### src/rtl/rf_pkg.sv
// Shared constants and the write-port selection helper for the multi-port register file.
// sel_wr works on fixed maximum widths; callers zero-extend their narrower buses.
package rf_pkg;

    localparam int DEF_XLEN = 32;
    localparam int DEF_NREG = 32;
    localparam int DEF_AW   = $clog2(DEF_NREG);

    localparam int MAX_NWR = 4;
    localparam int MAX_AW  = 8;

    localparam logic [MAX_AW-1:0] REG_ZERO = '0;

    typedef struct packed {
        logic       hit;
        logic [1:0] port;
    } wr_sel_t;

    // Highest-indexed enabled write port targeting addr wins; x0 never matches.
    function automatic wr_sel_t sel_wr(input logic [MAX_AW-1:0]         addr,
                                       input logic [MAX_NWR-1:0]        wr_en,
                                       input logic [MAX_NWR*MAX_AW-1:0] wr_addr);
        wr_sel_t sel;
        sel = '0;
        for (int j = 0; j < MAX_NWR; j++) begin
            if (addr != REG_ZERO && wr_en[j] && wr_addr[j*MAX_AW +: MAX_AW] == addr) begin
                sel.hit  = 1'b1;
                sel.port = 2'(j);
            end
        end
        return sel;
    endfunction

endpackage

### src/rtl/rf_scoreboard.sv
// Busy-bit scoreboard: one pending-producer flag per register, set on issue, cleared on writeback.
// A same-cycle issue and writeback to one register leaves it busy for the new producer.
module rf_scoreboard
    import rf_pkg::*;
#(
    parameter int NREG   = DEF_NREG,
    parameter int NRD    = 2,
    parameter int NWR    = 1,
    parameter int BYPASS = 1,
    localparam int AW    = $clog2(NREG)
) (
    input  logic              clk,
    input  logic              rst,
    input  logic [NWR-1:0]    wr_en,
    input  logic [NWR*AW-1:0] wr_addr,
    input  logic              iss_en,
    input  logic [AW-1:0]     iss_rd,
    input  logic [NRD*AW-1:0] rd_addr,
    input  logic [NRD-1:0]    rd_hit,
    output logic [NRD-1:0]    rd_busy,
    output logic [NREG-1:0]   busy_vec
);

    logic [NREG-1:0] busy;
    logic [NREG-1:0] busy_nxt;

    always_comb begin
        busy_nxt = busy;
        for (int j = 0; j < NWR; j++) begin
            if (wr_en[j] && wr_addr[j*AW +: AW] != '0)
                busy_nxt[wr_addr[j*AW +: AW]] = 1'b0;
        end
        if (iss_en && iss_rd != '0)
            busy_nxt[iss_rd] = 1'b1;
    end

    always_ff @(posedge clk) begin
        if (rst)
            busy <= '0;
        else
            busy <= busy_nxt;
    end

    // A forwarded write already satisfies the reader, so it no longer sees the register as busy.
    always_comb begin
        rd_busy = '0;
        for (int k = 0; k < NRD; k++) begin
            rd_busy[k] = !rst && busy[rd_addr[k*AW +: AW]]
                         && !((BYPASS != 0) && rd_hit[k]);
        end
    end

    assign busy_vec = busy;

endmodule

### src/rtl/regfile_mp.sv
// Multi-port integer register file with posedge writes, optional same-cycle write-to-read
// forwarding, a hardwired-zero x0 and an integrated busy-bit scoreboard.
module regfile_mp
    import rf_pkg::*;
#(
    parameter int XLEN   = DEF_XLEN,
    parameter int NREG   = DEF_NREG,
    parameter int NRD    = 2,
    parameter int NWR    = 1,
    parameter int BYPASS = 1,
    localparam int AW    = $clog2(NREG)
) (
    input  logic                clk,
    input  logic                rst,
    input  logic [NRD*AW-1:0]   rd_addr,
    output logic [NRD*XLEN-1:0] rd_data,
    output logic [NRD-1:0]      rd_busy,
    input  logic [NWR-1:0]      wr_en,
    input  logic [NWR*AW-1:0]   wr_addr,
    input  logic [NWR*XLEN-1:0] wr_data,
    input  logic                iss_en,
    input  logic [AW-1:0]       iss_rd,
    output logic [NREG-1:0]     busy_vec
);

    logic [XLEN-1:0]           rf [NREG];
    logic [MAX_NWR-1:0]        en_pad;
    logic [MAX_NWR*MAX_AW-1:0] wa_pad;
    logic [NRD-1:0]            rd_hit;

    // Later ports overwrite earlier ones, giving the higher index priority on collisions.
    always_ff @(posedge clk) begin
        if (rst) begin
            for (int i = 0; i < NREG; i++)
                rf[i] <= '0;
        end else begin
            for (int j = 0; j < NWR; j++) begin
                if (wr_en[j] && wr_addr[j*AW +: AW] != '0)
                    rf[wr_addr[j*AW +: AW]] <= wr_data[j*XLEN +: XLEN];
            end
        end
    end

    assign en_pad = MAX_NWR'(wr_en);

    always_comb begin
        wa_pad = '0;
        for (int j = 0; j < NWR; j++)
            wa_pad[j*MAX_AW +: MAX_AW] = MAX_AW'(wr_addr[j*AW +: AW]);
    end

    always_comb begin
        logic [AW-1:0] ra;
        wr_sel_t       sel;
        rd_data = '0;
        rd_hit  = '0;
        for (int k = 0; k < NRD; k++) begin
            ra        = rd_addr[k*AW +: AW];
            sel       = sel_wr(MAX_AW'(ra), en_pad, wa_pad);
            rd_hit[k] = sel.hit && !rst;
            if (ra == '0)
                rd_data[k*XLEN +: XLEN] = '0;
            else if ((BYPASS != 0) && rd_hit[k])
                rd_data[k*XLEN +: XLEN] = wr_data[int'(sel.port)*XLEN +: XLEN];
            else
                rd_data[k*XLEN +: XLEN] = rf[ra];
        end
    end

    rf_scoreboard #(
        .NREG   (NREG),
        .NRD    (NRD),
        .NWR    (NWR),
        .BYPASS (BYPASS)
    ) u_scoreboard (
        .clk      (clk),
        .rst      (rst),
        .wr_en    (wr_en),
        .wr_addr  (wr_addr),
        .iss_en   (iss_en),
        .iss_rd   (iss_rd),
        .rd_addr  (rd_addr),
        .rd_hit   (rd_hit),
        .rd_busy  (rd_busy),
        .busy_vec (busy_vec)
    );

endmodule

### config.mk
export PLATFORM = sky130hd
export DESIGN_NAME = regfile_mp
export DESIGN_NICKNAME = d
export VERILOG_FILES = /design/src/rtl/rf_pkg.sv /design/src/rtl/rf_scoreboard.sv /design/src/rtl/regfile_mp.sv
export SDC_FILE = /design/constraint.sdc
export NUM_CORES = 2
export LEC_CHECK = 0
export ABC_AREA = 1
export BUFFER_PORTS_ARGS = -buffer_cell sky130_fd_sc_hd__buf_4
export CORE_MARGIN = 4
export CORE_UTILIZATION = 40
export CTS_CLUSTER_SIZE = 20
export DETAILED_ROUTE_END_ITERATION = 12
export PLACE_DENSITY = 0.54
export SYNTH_ARGS = -nofsm -noshare
export SYNTH_HDL_FRONTEND = slang
export SYNTH_SLANG_ARGS = --single-unit
### constraint.sdc
create_clock -name clk -period 4.74 [get_ports clk]
set_clock_uncertainty 0.2 [all_clocks]
set_input_delay 0.474 -clock clk [delete_from_list [all_inputs] [get_ports clk]]
set_output_delay 0.474 -clock clk [all_outputs]
set_load 0.02 [all_outputs]
# Word-level counts from Yosys, hierarchy flattened
# Memory sizes are Yosys's and may differ from the RTL's.
# Cells that the tools add are included.
# op_classes
addsub	0
mul	0
div_mod_pow	0
n_lt_le_gt_ge	6
n_eq_ne	2
n_shift	2
muxes	24
bitwise_logic	3
reduce_logical	24
# ops
operator	n
$mux 32	7
$shiftx 32x8->32	2
$and 32x32->32	1
$not 32->32	1
$or 32x32->32	1
$reduce_or 32->1	1
$lt 5x6->1 const B	4
$reduce_bool 5->1	4
$logic_and 1x1->1	14
$bmux 1 s5	2
$demux 1 s5	2
$eq 5x5->1	2
$ge 5x1->1 const B	2
$logic_not 5->1	2
$mux 1	10
$mux 3	2
$mux 5	1
$logic_not 1->1	3
# word_totals
regBits	32
latch_bits	0
ram_bits	1024
mem_bits_ro	0
inputBits	56
output_inout_bits	98
mem_count	1
# mem_list
name	depth	width	rd	rd_clocked_by_memory_dff	write_ports	line	source
rf	32	32	2	0	32	regfile_mp.sv:26	logic [XLEN-1:0] rf [NREG];

# Longest topological paths before layout
# logic_depth
depth_word	9
ltp_mapped	14
mapped_depth_nobuf	10

# Modules after synthesis
# A second synthesis with hierarchy kept.
# hier_totals
cells_unflattened	8045
hier_area_um2	61285.0
# modules_own_cells
mod	instances	cells_per_inst	area_per_inst_um2
regfile_mp	1	7686	59115.4
rf_scoreboard	1	359	2169.6

# Worst setup path after synthesis
# OpenSTA, ideal clock, no wires.
# synth_path
kind	input -> register
startpoint	input port wr_addr[2]
endpoint	memory rf[8][0] (netlist name), enable pin
setup_ns	0.468
arrival_ns	3.331
required_time_ns	4.072
slack_ns	0.741
path_stages	4
n_path_buf	1
cell_sequence	buf_2 nor2_1 nand2_1 o21ai_0
# synth_rtl
item	line	source
start, declared	regfile_mp.sv:19	input logic [NWR*AW-1:0] wr_addr,
end, declared	regfile_mp.sv:26	

# Worst setup path in the final report
# layout_path
startpoint	input port rst
endpoint	output port rd_data[51]
# layout_between
elab_chain_len	4
# layout_lines
item	line	source
start, declared	regfile_mp.sv:14	input logic rst,
$logic_not 1->1	regfile_mp.sv:60	rd_hit[k] = sel.hit && !rst;
$logic_and 1x1->1	regfile_mp.sv:60	
$mux 32	regfile_mp.sv:63	else if ((BYPASS != 0) && rd_hit[k])
$mux 32	regfile_mp.sv:61	if (ra == '0)
end, declared	regfile_mp.sv:16	output logic [NRD*XLEN-1:0] rd_data,
# Every way passes these cells.

==> results.json <==
{
  "p_sw_mw": 7.12,
  "grt_max_degree": 166,
  "seqPwrFrac": 0.451,
  "crit_family": "buffers and inverters",
  "rows": 144,
  "cp-start-kind": "input pin",
  "drv_cap": 0,
  "cts_root_buf": "clkbuf_16",
  "worstPathMaxFanout": 33,
  "multiInputGateArea_um2": 24800,
  "grtUsageMet2": 0.500,
  "io_buffers": 153,
  "p_leak_nw": 32.7,
  "rrSetupSlack_ps": 3280,
  "wl_per_cell_um": 25.5,
  "ir_drop_v": 0.000383,
  "cts_tree": "yes",
  "combPwrFrac": 0.158,
  "path_clk_slew_ps": 50,
  "power_frac_clock": 0.391,
  "die_h_um": 403,
  "worstPathCellList": "dlygate4sd3_1, buf_4, inv_2, nand3_1, nor2_1, nand2_1, nor2_4, buf_4, a21oi_1, nand2_1, inv_1, buf_4",
  "critPathRequiredTime_ps": 4070,
  "vias_per_cell": 5.63,
  "max_slew_margin": 0.211,
  "clock_sinks": 1056,
  "ant_nets": 0,
  "cp_num_buf_inv": 6,
  "p_int_mw": 17.0,
  "fin_crit_ps": 4370,
  "grt_setup_unrepaired": "no",
  "cts_resized": 0,
  "wirelength_um": 273000,
  "synthesis.instances": 8692,
  "worstSetupEndpointType": "primary output",
  "fmax_mhz": 229,
  "initial_core_util": 0.404,
  "grt_overflow": 0,
  "syn2layout_area_growth_pct": 11.7,
  "crit_type": "in2out",
  "drv_slew": 0,
  "ys_types": 29,
  "finalSetupTns_ps": 0,
  "outcome": "finished clean",
  "whs_ps": 39.0,
  "synth_area_um2": 62500,
  "cp_slowest_stage_delay_ps": 620,
  "synth-seq-cells": 1056,
  "final_util": 0.451,
  "antenna_found_initial": 3,
  "cts_made_buffers": 130,
  "met3_usage": 0.0596,
  "synth_warnings": 0,
  "layout_worst_path_cycle_share": 0.922,
  "power.density_nw_per_um2": 345,
  "coreArea_um2": 155000,
  "drive_gt1_frac": 0.0692,
  "setup_viol": 0,
  "hp-class": "in2reg",
  "post_cts_buffers": 0,
  "syn_avg_cell_area_um2": 7.19,
  "grt_pass1_wl_um": 389000,
  "hpwlAfterDp_um": 150000,
  "pin_count": 154,
  "layout_commonest_cell": "nand2_1",
  "drc": 0,
  "num-fill-cells": 15400,
  "final_nets": 8618,
  "grt_util_met1": 0.444,
  "drtIter0Drc": 8646,
  "cts.path.max_buffers": 3,
  "layout_common_cells": "nand2_1, nor2_1, nand3_1, edfxtp_1, inv_1",
  "drt_pass1_iterations": 8,
  "critPathArrivalTime_ps": 3700,
  "htree_levels": 4,
  "clock_latency_ps": 770,
  "synth_seq_area_share": 0.502,
  "cts-hold-fix-buffers": 14,
  "finalHoldViolations": 0,
  "fp.dieW_um": 403,
  "place_congestion": 0.886,
  "grt_pass1_vias": 55700,
  "path_common_cell": "buf_4",
  "tightest_slew_ps": 1180,
  "regArea_um2": 31400,
  "switching_share": 0.296,
  "cpMaxStageDelayCell": "buf_4",
  "grt.total_usage": 0.326,
  "dieArea_um2": 163000,
  "gr-max-usage-layer": "met2",
  "vias": 60300
}
==> state kept, by name, summed over array words and instances (netlist names) <==
register,cells
rf,1024
u_scoreboard.busy_vec,32
==> logic make-up (layout without fill, tap and decap cells) <==
group                  count (synthesis)  after routing  share of synthesized area
DFF                                 1056           1056                      0.502
AOI/OAI and AO/OA                    304            304                     0.0254
and+or+nand+nor                     5638           5638                      0.366
buffers and inverters               1693           1629                      0.107
other                                  1             34                  0.0000600
==> through the flow <==
step                power [mW]  area, um^2  setup slack (ps)  cells
floorplan                 13.3       62600               741   8723
global placement          14.7       65800               817  10500
detailed placement        14.8       65800               827  10500
CTS                       24.1       69800               527  10700
global route              24.9       69800               359  10700
finish                    24.1       69800               368  10700
==> worst reg2reg max path, delay by kind of cell (launching register included) <==
| kind | cells | cell delay [ps] |
|---|---|---|
| buf+inv | 2 | 720 |
| flops | 1 | 320 |
| compound gates | 1 | 100 |
==> path summary, 6_finish.rpt <==
path | startpoint | cells past startpoint | endpoint
max reg2reg | u_scoreboard.busy_vec[2]$_SDFF_PP0_ | 3 | u_scoreboard.busy_vec[2]$_SDFF_PP0_
min | wr_data[24] | 4 | rf[9][24]$_SDFFCE_PN0P_
min reg2reg | u_scoreboard.busy_vec[8]$_SDFF_PP0_ | 2 | u_scoreboard.busy_vec[8]$_SDFF_PP0_
max | rst | 12 | rd_data[51]
==> cells in the mapped netlist <==
cell,number,area share
o211ai_1,15,0.0018
nor4_1,2,0.00020
nor2_1,1525,0.092
clkinv_1,4,0.00024
nand4_1,5,0.00050
buf_4,14,0.0017
buf_2,208,0.017
nor3_1,2,0.00016
nand3_2,10,0.0016
o21ai_0,177,0.014
nand2_1,2812,0.17
inv_2,11,0.00066
edfxtp_1,1024,0.49
a31oi_1,1,0.00010
buf_1,93,0.0056
o22ai_1,14,0.0014
clkbuf_2,1,0.000080
dfxtp_1,32,0.010
buf_6,1,0.00018
nor2_8,1,0.00032
conb_1,1,0.000060
clkbuf_1,335,0.020
o32ai_1,1,0.00014
o21bai_1,2,0.00024
inv_1,1026,0.062
o21ai_2,1,0.00014
nand3_1,1275,0.10
a21oi_1,93,0.0074
nor2_2,6,0.00060
==> per-layer routing <==
| metal | part of all wire | vias to the layer above |
|---|---|---|
| li1 | - | 26900 |
| met1 | 0.39 | 28600 |
| met2 | 0.44 | 3954 |
| met3 | 0.12 | 735 |
| met4 | 0.055 | 0 |
| met5 | 0 | - |
==> cell type report <==
type / count / area share
antenna: 2 / 0.0000717
clock buffer: 168 / 0.0497
clock inverter: 61 / 0.00568
inverter: 1041 / 0.0564
multi-input combinational: 5974 / 0.355
sequential: 1056 / 0.449
tap: 2044 / 0.0366
timing repair buffer: 359 / 0.0470
==> power groups by stage <==
stage               Combinational [mW]  Sequential, mW  Clock, mW
floorplan                         2.23            11.0          0
global placement                  3.68            11.0          0
detailed placement                3.70            11.1          0
CTS                               3.72            10.9       9.50
global route                      4.08            10.9       9.86
finish                            3.80            10.9       9.43
Power figures use the tool's default switching activity.
